File: src/rtl/fpu_responder.sv
// FP-side responder for decode-stage float requests: sign injection, min/max, move and int->float
// conversion, sequenced by a small FSM and returned as a one-cycle register-file write.
module fpu_responder #(
   parameter int unsigned FLEN = 32
) (
   input  logic            clk,
   input  logic            rst_n,
   input  logic            StartF,
   input  logic [3:0]      fp_operation,
   input  logic [FLEN-1:0] fp_rs1_data,
   input  logic [FLEN-1:0] fp_rs2_data,
   input  logic [4:0]      fp_rd_in,
   output logic            FPU_fp_we,
   output logic [FLEN-1:0] fp_wdata,
   output logic [4:0]      fp_rd_out,
   output logic [4:0]      fflags,
   output logic            fpu_busy
);

   localparam int unsigned OPW  = 4;
   localparam int unsigned REGW = 5;
   localparam int unsigned LZW  = 5;
   localparam logic [FLEN-1:0] QNAN = 32'h7FC0_0000;

   localparam logic [OPW-1:0] OP_FSGNJ  = 4'd0;
   localparam logic [OPW-1:0] OP_FSGNJN = 4'd1;
   localparam logic [OPW-1:0] OP_FSGNJX = 4'd2;
   localparam logic [OPW-1:0] OP_FMIN   = 4'd3;
   localparam logic [OPW-1:0] OP_FMAX   = 4'd4;
   localparam logic [OPW-1:0] OP_FMV    = 4'd5;
   localparam logic [OPW-1:0] OP_CVTW   = 4'd6;
   localparam logic [OPW-1:0] OP_CVTWU  = 4'd7;

   typedef enum logic [2:0] {
      S_IDLE,
      S_EXEC,
      S_NORM,
      S_ROUND,
      S_DONE
   } state_t;

   state_t          state_q, state_d;
   logic [OPW-1:0]  op_q, op_d;
   logic [FLEN-1:0] a_q, a_d, b_q, b_d;
   logic [REGW-1:0] rd_q, rd_d;
   logic [FLEN-1:0] mag_q, mag_d;
   logic            sign_q, sign_d;
   logic [LZW-1:0]  lz_q, lz_d;
   logic [FLEN-1:0] wdata_q, wdata_d;
   logic [REGW-1:0] rd_out_q, rd_out_d;
   logic [4:0]      fflags_q, fflags_d;
   logic            we_q, we_d;
   logic            busy_q, busy_d;

   // Single-cycle operations
   logic            nan_a, nan_b, snan_a, snan_b, a_lt_b;
   logic [FLEN-1:0] simple_res;
   logic [4:0]      simple_flags;

   always_comb begin
      nan_a  = (a_q[30:23] == 8'hFF) && (a_q[22:0] != 23'd0);
      nan_b  = (b_q[30:23] == 8'hFF) && (b_q[22:0] != 23'd0);
      snan_a = nan_a & ~a_q[22];
      snan_b = nan_b & ~b_q[22];
      // Sign-magnitude ordering; differing signs also order -0 below +0
      if (a_q[31] != b_q[31])
         a_lt_b = a_q[31];
      else if (!a_q[31])
         a_lt_b = a_q[30:0] < b_q[30:0];
      else
         a_lt_b = a_q[30:0] > b_q[30:0];

      simple_res   = QNAN;
      simple_flags = 5'b10000;
      case (op_q)
         OP_FSGNJ: begin
            simple_res   = {b_q[31], a_q[30:0]};
            simple_flags = 5'b00000;
         end
         OP_FSGNJN: begin
            simple_res   = {~b_q[31], a_q[30:0]};
            simple_flags = 5'b00000;
         end
         OP_FSGNJX: begin
            simple_res   = {a_q[31] ^ b_q[31], a_q[30:0]};
            simple_flags = 5'b00000;
         end
         OP_FMIN, OP_FMAX: begin
            simple_flags = {snan_a | snan_b, 4'b0000};
            if (nan_a && nan_b)
               simple_res = QNAN;
            else if (nan_a)
               simple_res = b_q;
            else if (nan_b)
               simple_res = a_q;
            else if (op_q == OP_FMIN)
               simple_res = a_lt_b ? a_q : b_q;
            else
               simple_res = a_lt_b ? b_q : a_q;
         end
         OP_FMV: begin
            simple_res   = a_q;
            simple_flags = 5'b00000;
         end
         default: begin
            simple_res   = QNAN;
            simple_flags = 5'b10000;
         end
      endcase
   end

   // Conversion front end and round-to-nearest-even packing
   logic            is_cvt, cvt_sign;
   logic [FLEN-1:0] cvt_mag;
   logic [22:0]     mant_raw;
   logic            rnd_g, rnd_s, rnd_inc;
   logic [23:0]     mant_sum;
   logic [7:0]      exp_r;
   logic [FLEN-1:0] round_res;

   always_comb begin
      is_cvt    = (op_q == OP_CVTW) || (op_q == OP_CVTWU);
      cvt_sign  = (op_q == OP_CVTW) & a_q[31];
      cvt_mag   = cvt_sign ? (~a_q + 32'd1) : a_q;
      mant_raw  = mag_q[30:8];
      rnd_g     = mag_q[7];
      rnd_s     = |mag_q[6:0];
      rnd_inc   = rnd_g & (rnd_s | mant_raw[0]);
      mant_sum  = {1'b0, mant_raw} + 24'(rnd_inc);
      exp_r     = 8'(8'd158 - 8'(lz_q)) + 8'(mant_sum[23]);
      round_res = {sign_q, exp_r, mant_sum[22:0]};
   end

   always_comb begin
      state_d  = state_q;
      op_d     = op_q;
      a_d      = a_q;
      b_d      = b_q;
      rd_d     = rd_q;
      mag_d    = mag_q;
      sign_d   = sign_q;
      lz_d     = lz_q;
      wdata_d  = wdata_q;
      rd_out_d = rd_out_q;
      fflags_d = fflags_q;
      we_d     = 1'b0;
      busy_d   = 1'b0;

      case (state_q)
         S_IDLE: begin
            if (StartF) begin
               op_d    = fp_operation;
               a_d     = fp_rs1_data;
               b_d     = fp_rs2_data;
               rd_d    = fp_rd_in;
               lz_d    = '0;
               state_d = S_EXEC;
            end
         end
         S_EXEC: begin
            if (is_cvt) begin
               sign_d = cvt_sign;
               mag_d  = cvt_mag;
               if (cvt_mag == '0) begin
                  wdata_d  = '0;
                  fflags_d = 5'b00000;
                  state_d  = S_DONE;
               end else begin
                  state_d = cvt_mag[31] ? S_ROUND : S_NORM;
               end
            end else begin
               wdata_d  = simple_res;
               fflags_d = simple_flags;
               state_d  = S_DONE;
            end
         end
         S_NORM: begin
            mag_d = mag_q << 1;
            lz_d  = lz_q + 5'd1;
            if (mag_q[30])
               state_d = S_ROUND;
         end
         S_ROUND: begin
            wdata_d  = round_res;
            fflags_d = {4'b0000, rnd_g | rnd_s};
            state_d  = S_DONE;
         end
         S_DONE: begin
            state_d = S_IDLE;
         end
         default: begin
            state_d = S_IDLE;
         end
      endcase

      we_d   = (state_d == S_DONE);
      busy_d = (state_d != S_IDLE);
      if (we_d)
         rd_out_d = rd_q;
   end

   always_ff @(posedge clk or negedge rst_n) begin
      if (!rst_n) begin
         state_q  <= S_IDLE;
         op_q     <= '0;
         a_q      <= '0;
         b_q      <= '0;
         rd_q     <= '0;
         mag_q    <= '0;
         sign_q   <= 1'b0;
         lz_q     <= '0;
         wdata_q  <= '0;
         rd_out_q <= '0;
         fflags_q <= '0;
         we_q     <= 1'b0;
         busy_q   <= 1'b0;
      end else begin
         state_q  <= state_d;
         op_q     <= op_d;
         a_q      <= a_d;
         b_q      <= b_d;
         rd_q     <= rd_d;
         mag_q    <= mag_d;
         sign_q   <= sign_d;
         lz_q     <= lz_d;
         wdata_q  <= wdata_d;
         rd_out_q <= rd_out_d;
         fflags_q <= fflags_d;
         we_q     <= we_d;
         busy_q   <= busy_d;
      end
   end

   assign FPU_fp_we = we_q;
   assign fp_wdata  = wdata_q;
   assign fp_rd_out = rd_out_q;
   assign fflags    = fflags_q;
   assign fpu_busy  = busy_q;

endmodule

File: config.mk
export PLATFORM = sky130hd
export DESIGN_NAME = fpu_responder
export DESIGN_NICKNAME = d
export VERILOG_FILES = /design/src/rtl/fpu_responder.sv
export SDC_FILE = /design/constraint.sdc
export NUM_CORES = 1
export LEC_CHECK = 0
export CAP_MARGIN = 15
export CORE_ASPECT_RATIO = 0.7
export CORE_UTILIZATION = 40
export DETAILED_ROUTE_END_ITERATION = 6
export SYNTH_ARGS = -nofsm -noshare
export SYNTH_HDL_FRONTEND = slang
export SYNTH_SLANG_ARGS = --single-unit
File: constraint.sdc
create_clock -name clk -period 4 [get_ports clk]
set_input_delay 1 -clock clk [delete_from_list [all_inputs] [get_ports clk]]
set_output_delay 1 -clock clk [all_outputs]
set_load 0.1 [all_outputs]
==> flow_summary.toml <==
[floorplan]
die_x_um = 183
rows = 45
die_h_um = 129
core_sq_mm = 0.0221
initial_core_util = 0.415
pin_count = 120
die_area_sq_mm = 0.0235

[global_route]
grt_pass1_vias = 7734
overflow = 0
antenna_found_initial = 0
track_usage = 0.259
grt_pass1_wl_um = 45700
grt_start_max_net_pins = 111

[detailed_routing]
vias = 8070
drc = 0
wl_um = 29000
wire_per_inst_um = 20.9
vias_per_cell = 5.82
ant_nets = 0
first_iter_violations = 858
firstDrtPassIters = 5

[cells_and_area]
fin_nets = 1186
final_common_cell = "dfrtp_1"
diodes = 0
area_delta_synth_final_pct = 24.6
drive_above_1_share = 0.132
final_cell_mix = "dfrtp_1, clkdlybuf4s50_1, o21ai_0, nand2_1, nor2_1"
fillers = 2058

[placement]
hpwlAfterDp_um = 21900
portBuffers = 116
post-place-ws_ns = 0.0419
gp_congestion = 0.932

[timing]
holdWs_ns = 0.481
drv_slew = 0
slew_headroom = 0.346
fin_ws_ns = 0.185
min_period_ns = 3.82
clock_skew_ns = 0.0160
setup_viol = 0
finalCritPeriodShare = 0.954
fmax_mhz = 262
rsz0062_at_grt = "false"
setup-tns-final_ns = 0
finalHoldViolCount = 0
tightest_slew_ns = 0.979

[min_path]
hp-class = "reg -> reg"

[critical_path]
arrival_ns = 4.11
cp_max_fo = 12
end_kind = "flip-flop"
required_ns = 4.29
path_class = "reg -> reg"
worst_setup_path_start_kind = "flip-flop"

[logic_synthesis]
synth_edf_count = 0
synth_ff_type = "dfrtp_1"
yosysWarnings = 0
synth_area_per_cell_sq_um = 9.55
ys_seq_area_frac = 0.421
ys_ff_latch = 154
synthArstFlopShare = 1.00
synth_area_sq_mm = 0.00915
syn_inst = 958
synth.distinct_cells = 73

[clock_network]
cts_buffers = 17
cts_root_buffer = "clkbuf_16"
cts_resized = 0
cts.sinks = 154
cts_tree = "built"
post-cts-setup-buffer-count = 0
path_clk_slew_ns = 0.07
cts_hold_buffers = 0
h-tree-depth = 4
clockBufferDepth = 2
worstSkewPairLatency_ns = 0.43

[outcome]
status = "finished, final reports clean"

[power]
power_density_mw_per_mm2 = 968
p_leak_nw = 4.72
fin_total_pwr_w = 0.0110
vdd_drop_max_uv = 490

[job]
drv_cap = 0
## report_power, final
part           internal [W]  total, W  leakage (nW)  switching (W)
sequential          0.00229   0.00309          1.92       0.000797
clock              0.000918   0.00160         0.272       0.000686
combinational       0.00221   0.00634          2.52        0.00414
## worst paths after layout
check	startpoint	to	slack, ns	depth (start not counted)
min	rd_q[3]	fp_rd_out[3]	0.48	1
min in group asynchronous	rst_n	fp_rd_out[3]	0.61	1
min reg2reg	rd_q[3]	fp_rd_out[3]	0.48	1
max in group asynchronous	rst_n	b_q[18]	2.67	2
max	a_q[0]	fp_wdata[26]	0.18	12
max reg2reg	a_q[0]	fp_wdata[26]	0.18	12
## cells in the mapped netlist, types with 10 or more instances
cell      number  share of area
a22oi_1       29          0.024
nor4_1        12         0.0082
xnor2_1       32          0.031
a32o_1        19          0.021
and3_1        10         0.0068
dfrtp_1      154           0.42
nand2_1       81          0.033
nor2_1        51          0.021
inv_1         43          0.018
mux2_2        43          0.053
clkbuf_1      55          0.023
nand4_1       20          0.014
nand3_1       33          0.018
nor3_1        16         0.0088
a221o_1       25          0.027
ha_1          39          0.053
a21oi_1       33          0.018
xor2_1        22          0.021
o21ai_0       91          0.050
## through the flow
stage,instances,util,instance area [sq um]
global placement,1357,0.490,10800
detailed placement,1357,0.490,10800
floorplan,960,-,9160
finish,1387,0.516,11400
global route,1387,0.516,11400
CTS,1387,0.516,11400
## cells by family after synthesis
kind of cell    share of synthesized area
buf+inv                            0.0502
fa+ha+maj                          0.0533
xor+xnor                           0.0517
flops                               0.421
compound gates                      0.204
other cells                      0.000410
simple gates                        0.157
mux                                0.0620
## routing by layer
metal  track usage  wire length (um)  up-vias
met2         0.335             11500      344
met5             0                 0        -
met1         0.425             15000     3933
li1              -                 -     3770
met3        0.0543              2310       23
met4        0.0549               323        0
## registers in the layout, summed over array words and instances, names as in the netlist
name / flops
FPU_fp_we: 1
a_q: 32
b_q: 32
fflags: 2
fp_rd_out: 5
fp_wdata: 32
fpu_busy: 1
lz_q: 5
mag_q: 31
op_q: 4
rd_q: 5
sign_q: 1
state_q: 3
## layout make-up
class,count,area (sq um),area share
Clock inverter,13,145,0.0127
Clock buffer,17,425,0.0373
Tap cell,305,382,0.0335
Sequential cell,154,3850,0.338
Multi-Input combinational cell,692,4870,0.427
Inverter,43,161,0.0142
Timing Repair Buffer,163,1570,0.137
## critical path: stages (launching register included)
cell and delay [ns]:
dfrtp_1 0.43, inv_1 0.10, ha_2 0.24, or4b_4 0.50, or3_4 0.39, o41ai_2 0.24
xor2_1 0.26, nand3_1 0.16, nor4_4 0.33, nand3_2 0.15, buf_4 0.22, a32o_1 0.32
a221o_1 0.33
(Power assumes the default switching activity.)
